==> src/rtl/fifo_wr_arb_pkg.sv <==
// Shared types and helpers for the FIFO write-side round-robin arbiter.
// Burst support in the arbiter is selected with FIFO_WR_ARB_BURST_EN.
package fifo_wr_arb_pkg;

  typedef enum logic [0:0] {
    IDLE  = 1'b0,
    BURST = 1'b1
  } arb_state_t;

  // Index width that never collapses to zero bits.
  function automatic int clog2_min1(input int n);
    return (n <= 2) ? 1 : $clog2(n);
  endfunction

endpackage

==> src/rtl/fifo_wr_arb_rr_picker.sv <==
// Combinational cyclic priority search: first set bit of req at or after
// start_idx, wrapping around the N_REQ requesters.
module rr_picker
  import fifo_wr_arb_pkg::*;
#(
  parameter int N_REQ = 4,
  parameter int IDX_W = clog2_min1(N_REQ)
) (
  input  logic [N_REQ-1:0] req,
  input  logic [IDX_W-1:0] start_idx,
  output logic             found,
  output logic [IDX_W-1:0] idx
);

  logic [IDX_W-1:0] cand [N_REQ];

  // cand[k] is the k-th index visited when searching from start_idx.
  for (genvar gi = 0; gi < N_REQ; gi++) begin : g_cand
    logic [IDX_W:0] sum;
    assign sum = {1'b0, start_idx} + (IDX_W+1)'(gi);
    assign cand[gi] = (sum >= (IDX_W+1)'(N_REQ)) ?
                      IDX_W'(sum - (IDX_W+1)'(N_REQ)) : sum[IDX_W-1:0];
  end

  always_comb begin
    found = 1'b0;
    idx   = '0;
    for (int k = N_REQ - 1; k >= 0; k--) begin
      if (req[cand[k]]) begin
        found = 1'b1;
        idx   = cand[k];
      end
    end
  end

endmodule

==> src/rtl/fifo_wr_arbiter.sv <==
// Round-robin arbiter sharing one FIFO write port among N_REQ producers.
// Define FIFO_WR_ARB_BURST_EN to let a grant persist for up to BURST_LEN words.
module fifo_wr_arbiter
  import fifo_wr_arb_pkg::*;
#(
  parameter int N_REQ      = 4,
  parameter int DATA_WIDTH = 8,
  parameter int BURST_LEN  = 4
) (
  input  logic                        clk,
  input  logic                        rst_n,
  input  logic [N_REQ-1:0]            req_valid,
  input  logic [N_REQ*DATA_WIDTH-1:0] req_data,
  output logic [N_REQ-1:0]            req_ready,
  input  logic                        fifo_full,
  output logic                        fifo_wr_en,
  output logic [DATA_WIDTH-1:0]       fifo_din,
  output logic [$clog2(N_REQ)-1:0]    grant_id,
  output logic                        grant_vld
);

  localparam int IDX_W = clog2_min1(N_REQ);

  if (N_REQ < 2 || N_REQ > 16 || BURST_LEN < 1 || BURST_LEN > 255) begin : g_bad_param
    $error("fifo_wr_arbiter: parameter out of range");
  end

  logic [DATA_WIDTH-1:0] data_arr [N_REQ];
  logic [IDX_W-1:0]      last_gnt_reg;
  logic [IDX_W-1:0]      start_idx;
  logic                  pick_found;
  logic [IDX_W-1:0]      pick_idx;
  logic                  gnt_vld;
  logic [IDX_W-1:0]      gnt_idx;
  logic                  transfer;

  for (genvar gi = 0; gi < N_REQ; gi++) begin : g_slice
    assign data_arr[gi]  = req_data[gi*DATA_WIDTH +: DATA_WIDTH];
    assign req_ready[gi] = transfer && (gnt_idx == IDX_W'(gi));
  end

  assign start_idx = (last_gnt_reg == IDX_W'(N_REQ - 1)) ? '0 : last_gnt_reg + 1'b1;

  rr_picker #(
    .N_REQ (N_REQ),
    .IDX_W (IDX_W)
  ) u_picker (
    .req       (req_valid),
    .start_idx (start_idx),
    .found     (pick_found),
    .idx       (pick_idx)
  );

`ifdef FIFO_WR_ARB_BURST_EN
  localparam logic [7:0] BEAT_LAST = 8'(BURST_LEN - 1);

  arb_state_t       state_reg, state_next;
  logic [IDX_W-1:0] owner_reg, owner_next;
  logic [7:0]       beat_cnt_reg, beat_cnt_next;

  always_comb begin
    gnt_vld = pick_found;
    gnt_idx = pick_idx;
    if (state_reg == BURST) begin
      gnt_vld = req_valid[owner_reg];
      gnt_idx = owner_reg;
    end
  end

  always_comb begin
    state_next    = state_reg;
    owner_next    = owner_reg;
    beat_cnt_next = beat_cnt_reg;
    case (state_reg)
      IDLE: begin
        if (transfer && BURST_LEN > 1) begin
          state_next    = BURST;
          owner_next    = gnt_idx;
          beat_cnt_next = 8'd1;
        end
      end
      BURST: begin
        // A departed owner frees the port; fifo_full alone just stalls.
        if (!req_valid[owner_reg]) begin
          state_next    = IDLE;
          beat_cnt_next = 8'd0;
        end else if (transfer) begin
          if (beat_cnt_reg == BEAT_LAST) begin
            state_next    = IDLE;
            beat_cnt_next = 8'd0;
          end else begin
            beat_cnt_next = beat_cnt_reg + 8'd1;
          end
        end
      end
      default: state_next = IDLE;
    endcase
  end

  always_ff @(posedge clk or negedge rst_n) begin
    if (!rst_n) begin
      state_reg    <= IDLE;
      owner_reg    <= '0;
      beat_cnt_reg <= 8'd0;
    end else begin
      state_reg    <= state_next;
      owner_reg    <= owner_next;
      beat_cnt_reg <= beat_cnt_next;
    end
  end
`else
  assign gnt_vld = pick_found;
  assign gnt_idx = pick_idx;
`endif

  // Outputs are forced low combinationally so they drop the moment reset asserts.
  assign transfer   = rst_n && gnt_vld && !fifo_full;
  assign grant_vld  = rst_n && gnt_vld;
  assign grant_id   = rst_n ? gnt_idx : '0;
  assign fifo_wr_en = transfer;
  assign fifo_din   = transfer ? data_arr[gnt_idx] : '0;

  always_ff @(posedge clk or negedge rst_n) begin
    if (!rst_n) begin
      last_gnt_reg <= IDX_W'(N_REQ - 1);
    end else if (transfer) begin
      last_gnt_reg <= gnt_idx;
    end
  end

endmodule

==> config.mk <==
export PLATFORM = sky130hd
export DESIGN_NAME = fifo_wr_arbiter
export DESIGN_NICKNAME = d
export VERILOG_FILES = /design/src/rtl/fifo_wr_arb_pkg.sv /design/src/rtl/fifo_wr_arb_rr_picker.sv /design/src/rtl/fifo_wr_arbiter.sv
export SDC_FILE = /design/constraint.sdc
export NUM_CORES = 1
export LEC_CHECK = 0
export CAP_MARGIN = 20
export CELL_PAD_IN_SITES_DETAIL_PLACEMENT = 1
export CELL_PAD_IN_SITES_GLOBAL_PLACEMENT = 1
export CORE_MARGIN = 3
export CORE_UTILIZATION = 16
export CTS_CLUSTER_SIZE = 10
export DETAILED_ROUTE_END_ITERATION = 6
export GPL_TIMING_DRIVEN = 0
export PLACE_DENSITY = 0.88
export SYNTH_ARGS = -nofsm -noshare
export SYNTH_HDL_FRONTEND = slang
export SYNTH_HIERARCHICAL = 1
export SYNTH_SLANG_ARGS = --single-unit
export TNS_END_PERCENT = 20
==> constraint.sdc <==
create_clock -name clk -period 2.4 [get_ports clk]
set_clock_uncertainty 0.1 [all_clocks]
set_input_delay 0.48 -clock clk [delete_from_list [all_inputs] [get_ports clk]]
set_output_delay 0.48 -clock clk [all_outputs]
set_load 0.03 [all_outputs]
Word-level counts from Yosys, hierarchy flattened

Index checks and enable logic that the tools add are counted.

Register bits: 2
Input port bits: 39
Output and inout bits: 16
Logic and storage cells: 57

$add $sub $neg: 8
Order comparisons: 9
Equal/unequal tests: 4
Mux-type cells: 26
Bitwise gates (word level): 1
Reductions and logical operators: 8

Operators with widths:

| operator                                                          | count |
|---|---|
| 2-to-1 mux 8 bit                                                  | 3 |
| 2-to-1 mux 2 bit                                                  | 10 |
| binary-select mux 8 bit (select 2 bit)                            | 1 |
| greater-or-equal comparator 3 bit, second input constant          | 4 |
| less-than comparator 2 x 3 -> 1 bit, second input constant        | 4 |
| binary-select mux 1 bit (select 2 bit)                            | 4 |
| 2-to-1 mux 1 bit                                                  | 8 |
| subtractor 2 x 1 -> 2 bit, second input constant                  | 4 |
| adder 2 x 2 -> 3 bit, second input constant                       | 2 |
| equality test 2 bit, second input constant                        | 3 |
| logical AND 1 bit                                                 | 6 |
| adder 2 x 1 -> 3 bit, second input constant                       | 1 |
| greater-or-equal comparator 2 x 3 -> 1 bit, second input constant | 1 |
| NOT 2 -> 3 bit                                                    | 1 |
| adder 2 x 1 -> 2 bit, second input constant                       | 1 |
| equality test 2 x 1 -> 1 bit, second input constant               | 1 |
| logical NOT 2 bit                                                 | 1 |
| logical NOT 1 bit                                                 | 1 |

Depth between registers and ports, before layout

Word-level depth: 16
Depth in mapped cells: 8
Depth with buffers taken out: 7

By module

The synthesis kept the hierarchy.

By module, submodules not included:

| module          | instances | cells each | area each (um^2) |
|---|---|---|---|
| fifo_wr_arbiter | 1         | 46         | 394.1 |
| rr_picker       | 1         | 13         | 77.6 |

Least setup slack after synthesis

OpenSTA, ideal clock, no wires.

Kind: reg2out
From: reg last_gnt_reg[0]
To: out fifo_din[1]
Arrival time: 2.037 ns
Required time: 1.820 ns
Path slack: -0.217 ns
Cell stages (with the launch flop): 8
Cell sequence: dfstp_2 ha_1 nor3b_1 a211oi_1 nor2_1 buf_4 mux2i_1 o22ai_1

Longest elaborated chain between the ends: 16
Elaborated cells between the ends (all ways): 41
Those cells by class: add/sub: 8; order compare: 4; eq/ne: 1; mux: 25; bitwise: 1; reduce/logical: 2

Ends and longest elaborated chain:

| element                                                                        | line                                                     | text |
|---|---|---|
| start, declared                                                                | fifo_wr_arbiter.sv:29                                    | `logic [IDX_W-1:0] last_gnt_reg;` |
| start signal, assigned                                                         | fifo_wr_arbiter.sv:125                                   | `last_gnt_reg <= IDX_W'(N_REQ - 1);` |
| start signal, assigned                                                         | fifo_wr_arbiter.sv:127                                   | `last_gnt_reg <= gnt_idx;` |
| adder 2 x 1 -> 2 bit or equality test 2 bit (tied branches)                    | fifo_wr_arbiter.sv:42                                    | `assign start_idx = (last_gnt_reg == IDX_W'(N_REQ - 1)) ? '0 : last_gnt_reg + 1'b1;` |
| 2-to-1 mux 2 bit (*)                                                           | fifo_wr_arbiter.sv:42                                    |  |
| net start_idx[1]                                                               | fifo_wr_arbiter.sv:30                                    | `logic [IDX_W-1:0] start_idx;` |
| adder 2 x 2 -> 3 bit                                                           | fifo_wr_arb_rr_picker.sv:20                              | `assign sum = {1'b0, start_idx} + (IDX_W+1)'(gi);` |
| greater-or-equal comparator 3 bit or subtractor 2 x 1 -> 2 bit (tied branches) | fifo_wr_arb_rr_picker.sv:21, fifo_wr_arb_rr_picker.sv:22 |  |
| 2-to-1 mux 2 bit                                                               | fifo_wr_arb_rr_picker.sv:21                              | `assign cand[gi] = (sum >= (IDX_W+1)'(N_REQ)) ?` |
| binary-select mux 1 bit (select 2 bit)                                         | fifo_wr_arb_rr_picker.sv:29                              | `if (req[cand[k]]) begin` |
| 2-to-1 mux 1 bit (not written as such)                                         | fifo_wr_arb_rr_picker.sv:29                              |  |
| 2-to-1 mux 2 bit (3 in series)                                                 | fifo_wr_arb_rr_picker.sv:29                              |  |
| 2-to-1 mux 2 bit (*)                                                           | fifo_wr_arb_rr_picker.sv:29                              |  |
| net gnt_idx[1]                                                                 | fifo_wr_arbiter.sv:34                                    | `logic [IDX_W-1:0] gnt_idx;` |
| NOT 2 -> 3 bit (not written as such) (*)                                       | fifo_wr_arbiter.sv:121                                   | `assign fifo_din = transfer ? data_arr[gnt_idx] : '0;` |
| binary-select mux 8 bit (select 2 bit) (*)                                     | fifo_wr_arbiter.sv:121                                   |  |
| 2-to-1 mux 8 bit (not written as such) (*) (2 in series)                       | fifo_wr_arbiter.sv:121                                   |  |
| 2-to-1 mux 8 bit (*)                                                           | fifo_wr_arbiter.sv:121                                   |  |
| end, declared                                                                  | fifo_wr_arbiter.sv:17                                    | `output logic [DATA_WIDTH-1:0] fifo_din,` |

Mark *: on every way through the listed nets, which the timed path passes. The rest lies on a longest branch. The select of a mux whose other input is x is not followed.

Worst setup path after layout

From: reg last_gnt_reg[0]
To: out fifo_din[2]

Same word-level chain as after synthesis.

==> summary.txt <==
Run status
  – Outcome: finished with violations
  – Violated checks: setup timing

Finish
  – Fill cells: 325
  – Nets: 167
  – Most frequent cells in the layout: 36 x clkdlybuf4s50_1, 17 x buf_6, 9 x mux2i_1
  – Area grow syn2layout: 184.4%
  – Final core utilization: 48.22%
  – Max reg flops: 2
  – Ant diodes: 0
  – Proportion of layout cells with a drive suffix above 1: 48.00%
  – Commonest non-fill, non-tap cell in the layout: clkdlybuf4s50_1

Worst setup path
  – Crit. End Element: primary output
  – R2r setup slk: 0.54 ns
  – CP max FO: 5
  – CP arrival: 2.13 ns
  – Reg2reg path depth: 8
  – FF-to-FF End: last_gnt_reg[1]
  – CP Data Required Time: 1.82 ns
  – Critical Path Source Type: flop
  – Reg2reg start: last_gnt_reg[0]
  – Critical path class: reg -> out

Synthesis
  – Syn avg cell area: 7.995 um2
  – Synth warn: 6
  – Syn_nets: 99
  – Area of the mapped netlist: 471.7 um2
  – Yosys reg bits: 2
  – Synthesized instance count: 59
  – Register area share after synthesis: 11.14%
  – Post-synth top area share: 36.07%
  – Distinct cells, synth: 21
  – Area leader, netlist: mux2i_1
  – Largest cells by area after synthesis: mux2i_1 36%, dfstp_2 11%, o22ai_1 11%, nor2_1 7.2%, and2_1 4.0%

Die
  – Die Y: 60.30 um
  – Cell row count: 19
  – Initial core utilization: 16.96%
  – IO Count: 55
  – Placeable Area: 2781 um2
  – Die Width: 60.30 um
  – Die area: 3635 um2

Hold path
  – WHS Endpoint: last_gnt_reg[0]
  – Hold path start: last_gnt_reg[0]
  – Worst hold-check path type: reg -> reg
  – Hold depth: 3

Drt
  – First-pass DRT Iterations: 4
  – Starting DRT DRC Count: 16
  – WL/cell: 14.92 um
  – Vias post-DR: 731
  – DRC violations left: 0
  – Vias per cell: 4.686
  – Routed Wire Length: 2.328 mm
  – Routed Antenna Nets: 0

Job
  – Max-Cap Viols: 0

Placed design
  – GPL Wtd Cong: 0.6676
  – PortBufs: 54
  – Setup WS pre-CTS: -0.9291 ns
  – Post-DP HPWL: 1.789 mm

GRT
  – Number of global-route vias before repair: 788
  – First-pass GRT wire length: 3.401 mm
  – Initial antenna violation count: 0
  – Global Route Usage Sum: 12.64%
  – Largest net degree at the start of global routing: 11
  – Overflow left after global routing: 0

Timing
  – Normalized max-slew margin: 80.18%
  – Final worst slack: -0.3078 ns
  – Final setup viols: 13
  – Worst-Margin Slew: 0.2985 ns
  – Fin. max-slew vios: 0
  – Maximum clock rate: 369.3 MHz
  – Fin. Hold Viols: 0
  – Tcrit/Tclk final: 112.8%
  – Tmin final: 2.708 ns
  – Unrepaired setup endpoints after global routing: yes

CTS
  – Total CTS buffers: 3
  – CTS H-Tree Depth: 1
  – CTS tree: yes
  – CTS clk-pin slew, worst paths: 0.03 ns
  – Clk Latency, worst-skew pair: 0.22 ns
  – Worst-case clock buffer depth: 2
  – CTS sink cnt: 2
  – Post-cts hold buffer count: 0
  – Root buffer cell: clkbuf_4

Power
  – Total power: 1.252 mW
  – Power per cell area: 933.3 nW/um2
  – Leak: 0.5428 nW
  – Maximum vdd drop: 583.7 uV
cell type report:
type	instances	area (um2)	area share [%]
Timing Repair Buffer	63	649.4	48.41
Multi-Input combinational cell	51	521.8	38.90
Inverter	2	7.507	0.5597
Clock buffer	3	22.52	1.679
Tap cell	31	38.79	2.892
Sequential cell	2	52.55	3.918
Buffer	4	48.80	3.638
how the worst max path moves through the flow:
stage / start / to / slack [ns] / cells past startpoint
after global placement: req_valid[3] / fifo_din[3] / -0.89 / 7
final: last_gnt_reg[0] / fifo_din[2] / -0.31 / 10
after global routing: last_gnt_reg[1] / fifo_din[5] / -0.44 / 9
after CTS: last_gnt_reg[0] / fifo_din[5] / -0.33 / 9
after detailed placement: req_valid[3] / fifo_din[5] / -0.93 / 7
after floorplan: last_gnt_reg[0] / req_ready[1] / -0.1 / 6
through the flow:
stage          cell area, um2  hold slack [ns]  setup TNS (ns)  std cells
4_1_cts                  1319           0.5398          -3.553        156
2_1_floorplan           554.3           0.2322         -0.5751         59
3_3_place_gp             1134           0.3995          -11.43        144
6_report                 1341           0.5376          -3.339        156
5_1_grt                  1341           0.5593          -4.987        156
3_5_place_dp             1134           0.4152          -12.08        144
critical path, stage by stage (launching register included):
cell and delay (ns):
dfstp_2 0.54, ha_4 0.14, nor2_4 0.04, nor3b_2 0.15
a211oi_2 0.21, nor2_2 0.08, buf_6 0.13, buf_8 0.13
mux2i_4 0.18, o22ai_4 0.15, buf_6 0.15
routing by layer:
layer | up-vias | GRT usage, % | share of wire [%]
met4 | 0 | 6.329 | 1.3
met1 | 345 | 11.53 | 33
met5 | - | 0 | 0
met2 | 29 | 26.08 | 59
met3 | 4 | 1.728 | 6.5
li1 | 353 | - | -
synthesized netlist by cell type:
master     number
and2_1          3
nand2_1         2
and3b_1         1
buf_6           1
buf_4           1
o21ai_0         1
a21oi_1         1
ha_1            1
o22ai_1         8
nor2_1          9
nor3b_1         1
mux2i_1        17
a211oi_1        1
dfstp_2         2
nand4bb_1       1
mux2_2          1
nand4b_1        1
nand2b_1        2
a211oi_2        1
buf_2           2
inv_1           2
timing repair:
item,in CTS,in global routing
resized for setup,117,6
pin swaps,5,1
gates cloned,1,0
setup endpoints to repair,16,15
buffers inserted,8,0
power breakdown:
part / internal (mW) / switching [mW] / total, mW
registers: 0.0605 / 0.0153 / 0.0759
logic: 0.618 / 0.484 / 1.10
clock network: 0.0551 / 0.0188 / 0.0739
logic make-up after synthesis:
logic type / count (synthesis) / share of synthesized area (%)
AO/OA/AOI/OAI: 12 / 16.97
adder cells (fa/ha/maj): 1 / 2.652
buffers and inverters: 6 / 7.693
flip-flops: 2 / 11.14
multiplexers: 18 / 38.46
AND/OR/NAND/NOR: 20 / 23.08
(Power assumes the default switching activity.)
